**src/rtl/instruction_loader.sv**
```systemverilog
// Loads a length-prefixed byte stream into instruction RAM as big-endian 32-bit words.
// Stream format: count[10:8], count[7:0], then 4*count data bytes.
module instruction_loader #(
  parameter logic [9:0] BASE_ADDRESS = 10'd0,
  parameter int         MAX_WORDS    = 1024
) (
  input  logic        clock,
  input  logic        reset,
  input  logic        start,
  input  logic [7:0]  byte_in,
  input  logic        byte_valid,
  output logic        byte_ready,
  output logic [31:0] i_ram_input,
  output logic [9:0]  i_ram_writing_address,
  output logic        flag_write_i_ram,
  output logic        busy,
  output logic        done,
  output logic        error,
  output logic [2:0]  fsm_state
);

  typedef enum logic [2:0] {
    IDLE     = 3'd0,
    COUNT_HI = 3'd1,
    COUNT_LO = 3'd2,
    DATA     = 3'd3,
    WRITE    = 3'd4,
    FINISH   = 3'd5,
    ERROR    = 3'd6
  } state_t;

  localparam logic [11:0] MAX_COUNT = 12'(MAX_WORDS);

  state_t      state;
  logic [10:0] count;
  logic [10:0] word_index;
  logic [1:0]  byte_cnt;
  logic [23:0] word;

  // Handshake: a byte moves only on a rising edge where byte_valid and
  // byte_ready are both 1; byte_ready is a registered function of state.
  logic        accept;
  logic [10:0] count_lo_next;
  logic [10:0] word_index_next;

  assign accept          = byte_valid & byte_ready;
  assign count_lo_next   = {count[10:8], byte_in};
  assign word_index_next = word_index + 11'd1;
  assign fsm_state       = state;

  always_ff @(posedge clock) begin
    if (reset) begin
      state                 <= IDLE;
      count                 <= '0;
      word_index            <= '0;
      byte_cnt              <= '0;
      word                  <= '0;
      byte_ready            <= 1'b0;
      i_ram_input           <= '0;
      i_ram_writing_address <= BASE_ADDRESS;
      flag_write_i_ram      <= 1'b0;
      busy                  <= 1'b0;
      done                  <= 1'b0;
      error                 <= 1'b0;
    end else begin
      done             <= 1'b0;
      flag_write_i_ram <= 1'b0;
      case (state)
        IDLE: begin
          if (start) begin
            state      <= COUNT_HI;
            byte_ready <= 1'b1;
            busy       <= 1'b1;
            error      <= 1'b0;
            count      <= '0;
            word_index <= '0;
            byte_cnt   <= '0;
          end
        end
        COUNT_HI: begin
          if (accept) begin
            count[10:8] <= byte_in[2:0];
            state       <= COUNT_LO;
          end
        end
        COUNT_LO: begin
          if (accept) begin
            count[7:0] <= byte_in;
            if (count_lo_next == 11'd0) begin
              state      <= FINISH;
              byte_ready <= 1'b0;
              done       <= 1'b1;
            end else if ({1'b0, count_lo_next} > MAX_COUNT) begin
              state      <= ERROR;
              byte_ready <= 1'b0;
              error      <= 1'b1;
            end else begin
              state <= DATA;
            end
          end
        end
        DATA: begin
          if (accept) begin
            word     <= {word[15:0], byte_in};
            byte_cnt <= byte_cnt + 2'd1;
            if (byte_cnt == 2'd3) begin
              state                 <= WRITE;
              byte_ready            <= 1'b0;
              byte_cnt              <= '0;
              flag_write_i_ram      <= 1'b1;
              i_ram_input           <= {word, byte_in};
              i_ram_writing_address <= BASE_ADDRESS + word_index[9:0];
            end
          end
        end
        WRITE: begin
          word_index <= word_index_next;
          if (word_index_next == count) begin
            state <= FINISH;
            done  <= 1'b1;
          end else begin
            state      <= DATA;
            byte_ready <= 1'b1;
          end
        end
        FINISH, ERROR: begin
          state <= IDLE;
          busy  <= 1'b0;
        end
        default: begin
          state      <= IDLE;
          byte_ready <= 1'b0;
          busy       <= 1'b0;
        end
      endcase
    end
  end

endmodule

```
**config.mk**
```make
export PLATFORM = sky130hd
export DESIGN_NAME = instruction_loader
export DESIGN_NICKNAME = d
export VERILOG_FILES = /design/src/rtl/instruction_loader.sv
export SDC_FILE = /design/constraint.sdc
export NUM_CORES = 1
export LEC_CHECK = 0
export ABC_AREA = 1
export BUFFER_PORTS_ARGS = -buffer_cell sky130_fd_sc_hd__buf_2
export CELL_PAD_IN_SITES_DETAIL_PLACEMENT = 1
export CELL_PAD_IN_SITES_GLOBAL_PLACEMENT = 1
export CORE_MARGIN = 2
export CORE_UTILIZATION = 44
export CTS_BUF_LIST = sky130_fd_sc_hd__clkbuf_16
export CTS_CLUSTER_DIAMETER = 30
export DETAILED_ROUTE_END_ITERATION = 6
export GPL_TIMING_DRIVEN = 1
export PLACE_DENSITY_LB_ADDON = 0.25
export SYNTH_ARGS = -nofsm -noshare
export SYNTH_HDL_FRONTEND = slang
export SYNTH_SLANG_ARGS = --single-unit
```
**constraint.sdc**
```tcl
create_clock -name clock -period 3.1 [get_ports clock]
set_input_delay 0.155 -clock clock [delete_from_list [all_inputs] [get_ports clock]]
set_output_delay 0.155 -clock clock [all_outputs]
set_load 0.02 [all_outputs]
```
Word level (Yosys, flattened, before mapping)
Cells that the tools add are included.
{"block": "op_classes", "n_reduce_logical": 19, "addsub": 2, "bitwise": 5, "order_cmp": 1, "eq_ne": 17, "n_mux": 38}
{"cell": "$mux W3", "n": 9}
{"cell": "$pmux W11 S2", "n": 1}
{"cell": "$ne A2 B2 Y1 const B", "n": 8}
{"cell": "$pmux W8 S2", "n": 1}
{"cell": "$mux W1", "n": 15}
{"cell": "$pmux W3 S5", "n": 1}
{"cell": "$reduce_and A3 Y1", "n": 4}
{"cell": "$add A11 B1 Y11 const B", "n": 1}
{"cell": "$eq A11 B11 Y1", "n": 1}
{"cell": "$gt A11 B11 Y1 const B", "n": 1}
{"cell": "$logic_not A11 Y1", "n": 1}
{"cell": "$mux W11", "n": 1}
{"cell": "$reduce_and A5 Y1", "n": 2}
{"cell": "$eq A3 B3 Y1 const B", "n": 3}
{"cell": "$mux W8", "n": 1}
{"cell": "$reduce_bool A2 Y1", "n": 4}
{"cell": "$reduce_and A7 Y1", "n": 1}
{"cell": "$eq A3 B2 Y1 const B", "n": 2}
{"cell": "$mux W2", "n": 3}
{"cell": "$pmux W1 S2", "n": 3}
{"cell": "$pmux W3 S2", "n": 1}
{"cell": "$reduce_and A2 Y1", "n": 3}
{"cell": "$reduce_or A3 Y1", "n": 2}
{"cell": "$pmux W1 S5", "n": 1}
{"cell": "other kinds (9)", "n": 12}
{"block": "totals", "regBits": 98}

Depth between registers and ports, before layout
{"block": "logic_depth", "word_depth": 5, "ltp_mapped": 14}

Worst setup path after synthesis
Ideal clock, no wire load.
{"block": "synth_path", "path_type": "register to register", "from": "register state[0] (netlist: fsm_state[0])", "to": "register word_index[0]", "stages_incl_launch_ff": 11, "period_less_slack_ps": 1688, "arrival_time_ps": 1571, "path_slack_ps": 1412, "n_path_buf": 1, "cell_sequence": "dfxtp_1 nor2_1 inv_1 nor2_1 nand2_1 nand3_2 nor2_1 nor2_2 buf_6 nor2_1 nor2_1"}
{"block": "synth_via", "elab_chain_cells": 3, "word_cells_on_any_way": 6, "cone_classes": "2 x eq/ne; 1 x mux; 3 x reduce/logical"}
{"element": "start, declared", "line": "34", "rtl": "state_t state;"}
{"element": "start signal, assigned", "line": "53", "rtl": "state <= IDLE;"}
{"element": "start signal, assigned", "line": "71", "rtl": "state <= COUNT_HI;"}
{"element": "start signal, assigned", "line": "83", "rtl": "state <= COUNT_LO;"}
{"element": "$eq A3 B3 Y1 / $logic_not A3 Y1 (equally long branches)", "line": "68", "rtl": "case (state)"}
{"element": "$reduce_bool A2 Y1 (no source line) / $ne A2 B2 Y1 (equally long branches)"}
{"element": "$reduce_and A2 Y1 (no source line)"}
{"element": "end signal, assigned", "line": "117", "rtl": "word_index <= word_index_next;"}
{"element": "end, declared", "line": "36", "rtl": "logic [10:0] word_index;"}
Parallel ways exist; a longest one is shown, timed or not.
A chain may end at the register's enable or synchronous reset.

Worst setup path after layout
{"block": "layout_path", "from": "register state[0] (netlist: fsm_state[0])", "to": "register i_ram_input[12]"}
{"block": "layout_via", "elab_chain_cells": 2}
{"element": "$eq A3 B2 Y1", "line": "68"}
{"element": "$reduce_and A3 Y1 (no source line)"}
{"element": "end signal, assigned", "line": "111", "rtl": "i_ram_input <= {word, byte_in};"}
{"element": "end, declared", "line": "13", "rtl": "output logic [31:0] i_ram_input,"}
No other way between the ends.

==> flow_summary.json <==
{
  "holdPathEnd": "count[7]",
  "grt_pass1_vias": 3952,
  "crit_family": "simple AND/OR/NAND/NOR gates",
  "worstHoldPathCells": 3,
  "multi_input_area_um2": 1840,
  "cts_tree": "yes",
  "r2r-end": "i_ram_input[12]",
  "hold_ws_ns": 0.0737,
  "timing.rr.start": "fsm_state[0]",
  "holdBufCountCts": 0,
  "cts_buffers": 9,
  "synth-seq-area-share_pct": 48.0,
  "syn_area_um2": 4090,
  "start_kind": "flop",
  "cpPeakStageDelay_ns": 0.47,
  "die_height_um": 100,
  "grt_max_degree": 67,
  "path_buf_inv": 4,
  "worstPathRequired_ns": 3.37,
  "postCtsSetupBuffers": 0,
  "dr.pass1.iters": 4,
  "hpwl_um": 8360,
  "antenna_cells": 0,
  "port_buffers": 61,
  "worst_pin_slew_ns": 0.787,
  "ios": 62,
  "skew_ns": 0.00965,
  "crit_chain": "nand2_2 -> nor2_4 -> inv_2 -> nor2_8 -> inv_2 -> nor2_8 -> inv_4 -> nor2_8 -> inv_2 -> o21ai_1",
  "fp.dieW_um": 100,
  "first_iter_violations": 174,
  "postCtsResizedCells": 0,
  "start_util_pct": 44.9,
  "synth_nets": 573,
  "rsz0062_at_grt": "no",
  "rows": 35,
  "layout-drive-gt1-share_pct": 16.0,
  "dieArea_um2": 10100,
  "synth.distinct_cells": 31,
  "max_freq_mhz": 437,
  "critPathCaptureType": "flop",
  "antenna_left": 0,
  "maxCapViolations": 0,
  "powerDensity_nw_per_um2": 657,
  "register_area_um2": 1960,
  "routed_wl_um": 12000,
  "synth_top_family_by_area": "simple AND/OR/NAND/NOR gates",
  "critPathArrivalTime_ns": 2.56,
  "syn2layout_area_growth_pct": 17.2,
  "min_period_ns": 2.29,
  "clk_pin_slew_ns": 0.07,
  "avgSynthCellArea_um2": 7.31,
  "h-tree-depth": 3,
  "layout.nets": 627,
  "vias": 3971,
  "status": "finished, final reports clean",
  "synth-seq-cells": 98,
  "rrSetupSlack_ns": 0.81,
  "hp-start": "byte_in[7]",
  "clkLatencyLatePin_ns": 0.35,
  "hold_viol_final": 0,
  "synthMuxAreaShare_pct": 0,
  "drv_slew": 0,
  "tns_ns": 0,
  "relSlewSlack_pct": 47.4,
  "via_per_inst": 5.45,
  "hold_path_class": "primary input to flop",
  "leakagePower_nw": 2.28,
  "worst-setup-path-type": "flop to flop",
  "drc_errors": 0,
  "core_area_um2": 9110,
  "cp_slowest_cell": "dfxtp_1",
  "period_share_pct": 73.8,
  "cp_max_fo": 28,
  "synth_xor_area_share_pct": 0,
  "yosys_warnings": 0,
  "power_mw": 3.15,
  "antenna_found_initial": 0,
  "irDropWorstVdd_mv": 0.369,
  "cts_buffer_depth": 2,
  "gp_routability_congestion": 0.837,
  "routedWlPerCell_um": 16.4,
  "final_cell_mix": "112 x nand2_1, 98 x dfxtp_1, 92 x nor2_1",
  "reg2regPathDepth": 10,
  "cts.sinks": 98,
  "synthSimpleGateAreaFrac_pct": 29.0,
  "setup_violations": 0,
  "track_usage_pct": 24.8,
  "grt_overflow": 0,
  "synthAdderAreaFrac_pct": 0.612,
  "clockRootBuffer": "clkbuf_16",
  "fill_cells": 1177,
  "grt_pass1_wl_um": 19500,
  "final_common_cell": "nand2_1",
  "syn_inst": 559,
  "synth-compound-area-share_pct": 15.4
}
==> through the flow <==
stage / instance area [um^2] / worst slack, ns / std cells / util [%]
finish: 4790 / 0.811 / 729 / 52.6
global route: 4790 / 0.588 / 729 / 52.6
CTS: 4790 / 0.795 / 729 / 52.6
detailed placement: 4460 / 0.859 / 713 / 49.0
global placement: 4460 / 1.01 / 713 / 49.0
floorplan: 4090 / 1.41 / 559 / -
==> cell type report <==
class                      count  share of cell area (%)
inverter                      48                    3.81
timing repair buffer          65                    7.00
clock buffer                   9                    4.70
tap                          111                    2.90
clock inverter                 7                    2.22
multi-input combinational    391                    38.4
sequential                    98                    41.0
==> per-layer routing <==
layer	vias to the layer above	routed length (um)	global-route usage, %
met5	-	0	0
li1	1936	-	-
met2	73	6090	44.0
met3	18	414	4.67
met1	1944	5220	30.1
met4	0	225	8.01
==> report_power, final <==
| part | switching [mW] | leakage [nW] | internal, mW |
|---|---|---|---|
| combinational | 0.381 | 1.32 | 0.153 |
| clock | 0.540 | 0.163 | 0.723 |
| sequential | 0.0457 | 0.790 | 1.30 |
==> how the worst max path moves through the flow <==
stage	start	to	depth (start not counted)
CTS	fsm_state[0]	i_ram_input[12]	10
global placement	fsm_state[0]	i_ram_input[14]	10
finish	fsm_state[0]	i_ram_input[12]	10
detailed placement	fsm_state[0]	i_ram_input[14]	10
global route	fsm_state[0]	i_ram_input[6]	10
floorplan	fsm_state[0]	word_index[0]	10
==> cell usage after synthesis <==
cell	count	area, um^2
clkbuf_1	14	52.6
buf_1	1	3.75
inv_1	43	161
a21oi_1	42	210
o21bai_1	1	7.51
a211oi_1	2	15.0
nand3b_1	3	22.5
buf_2	5	25.0
nand2_2	1	6.26
nand4_1	4	25.0
o21a_1	1	7.51
a22oi_1	11	82.6
o21ai_0	54	270
o221ai_1	1	8.76
dfxtp_1	98	1960
inv_4	1	6.26
or2_2	1	6.26
nand3_1	45	225
nand3_2	1	10.0
nor3_1	2	10.0
nor2_1	92	345
nor2_2	6	37.5
inv_2	4	15.0
buf_6	2	22.5
ha_1	2	25.0
and2_1	1	6.26
o211ai_1	1	7.51
o21ai_1	4	20.0
nor2_4	1	11.3
nand2_1	112	420
nor2_8	3	60.1
==> logic make-up (layout without fill, tap and decap cells) <==
| kind of cell | after synthesis | after routing |
|---|---|---|
| flip-flops | 98 | 98 |
| adder cells (fa/ha/maj) | 2 | 2 |
| AND/OR/NAND/NOR | 272 | 272 |
| buffers and inverters | 70 | 129 |
| AO/OA/AOI/OAI | 117 | 117 |
==> sequential cells by signal, indices dropped and copies added, names as in the netlist <==
register / count
busy: 1
byte_cnt: 2
byte_ready: 1
count: 11
done: 1
error: 1
flag_write_i_ram: 1
fsm_state: 3
i_ram_input: 32
i_ram_writing_address: 10
word: 24
word_index: 11
==> worst register-to-register path, stage by stage (launching register included) <==
cell and delay (ns):
dfxtp_1 0.47, nand2_2 0.12, nor2_4 0.13, inv_2 0.08, nor2_8 0.29, inv_2 0.27
nor2_8 0.17, inv_4 0.14, nor2_8 0.28, inv_2 0.11, o21ai_1 0.16
Power figures use the tool's default switching activity.
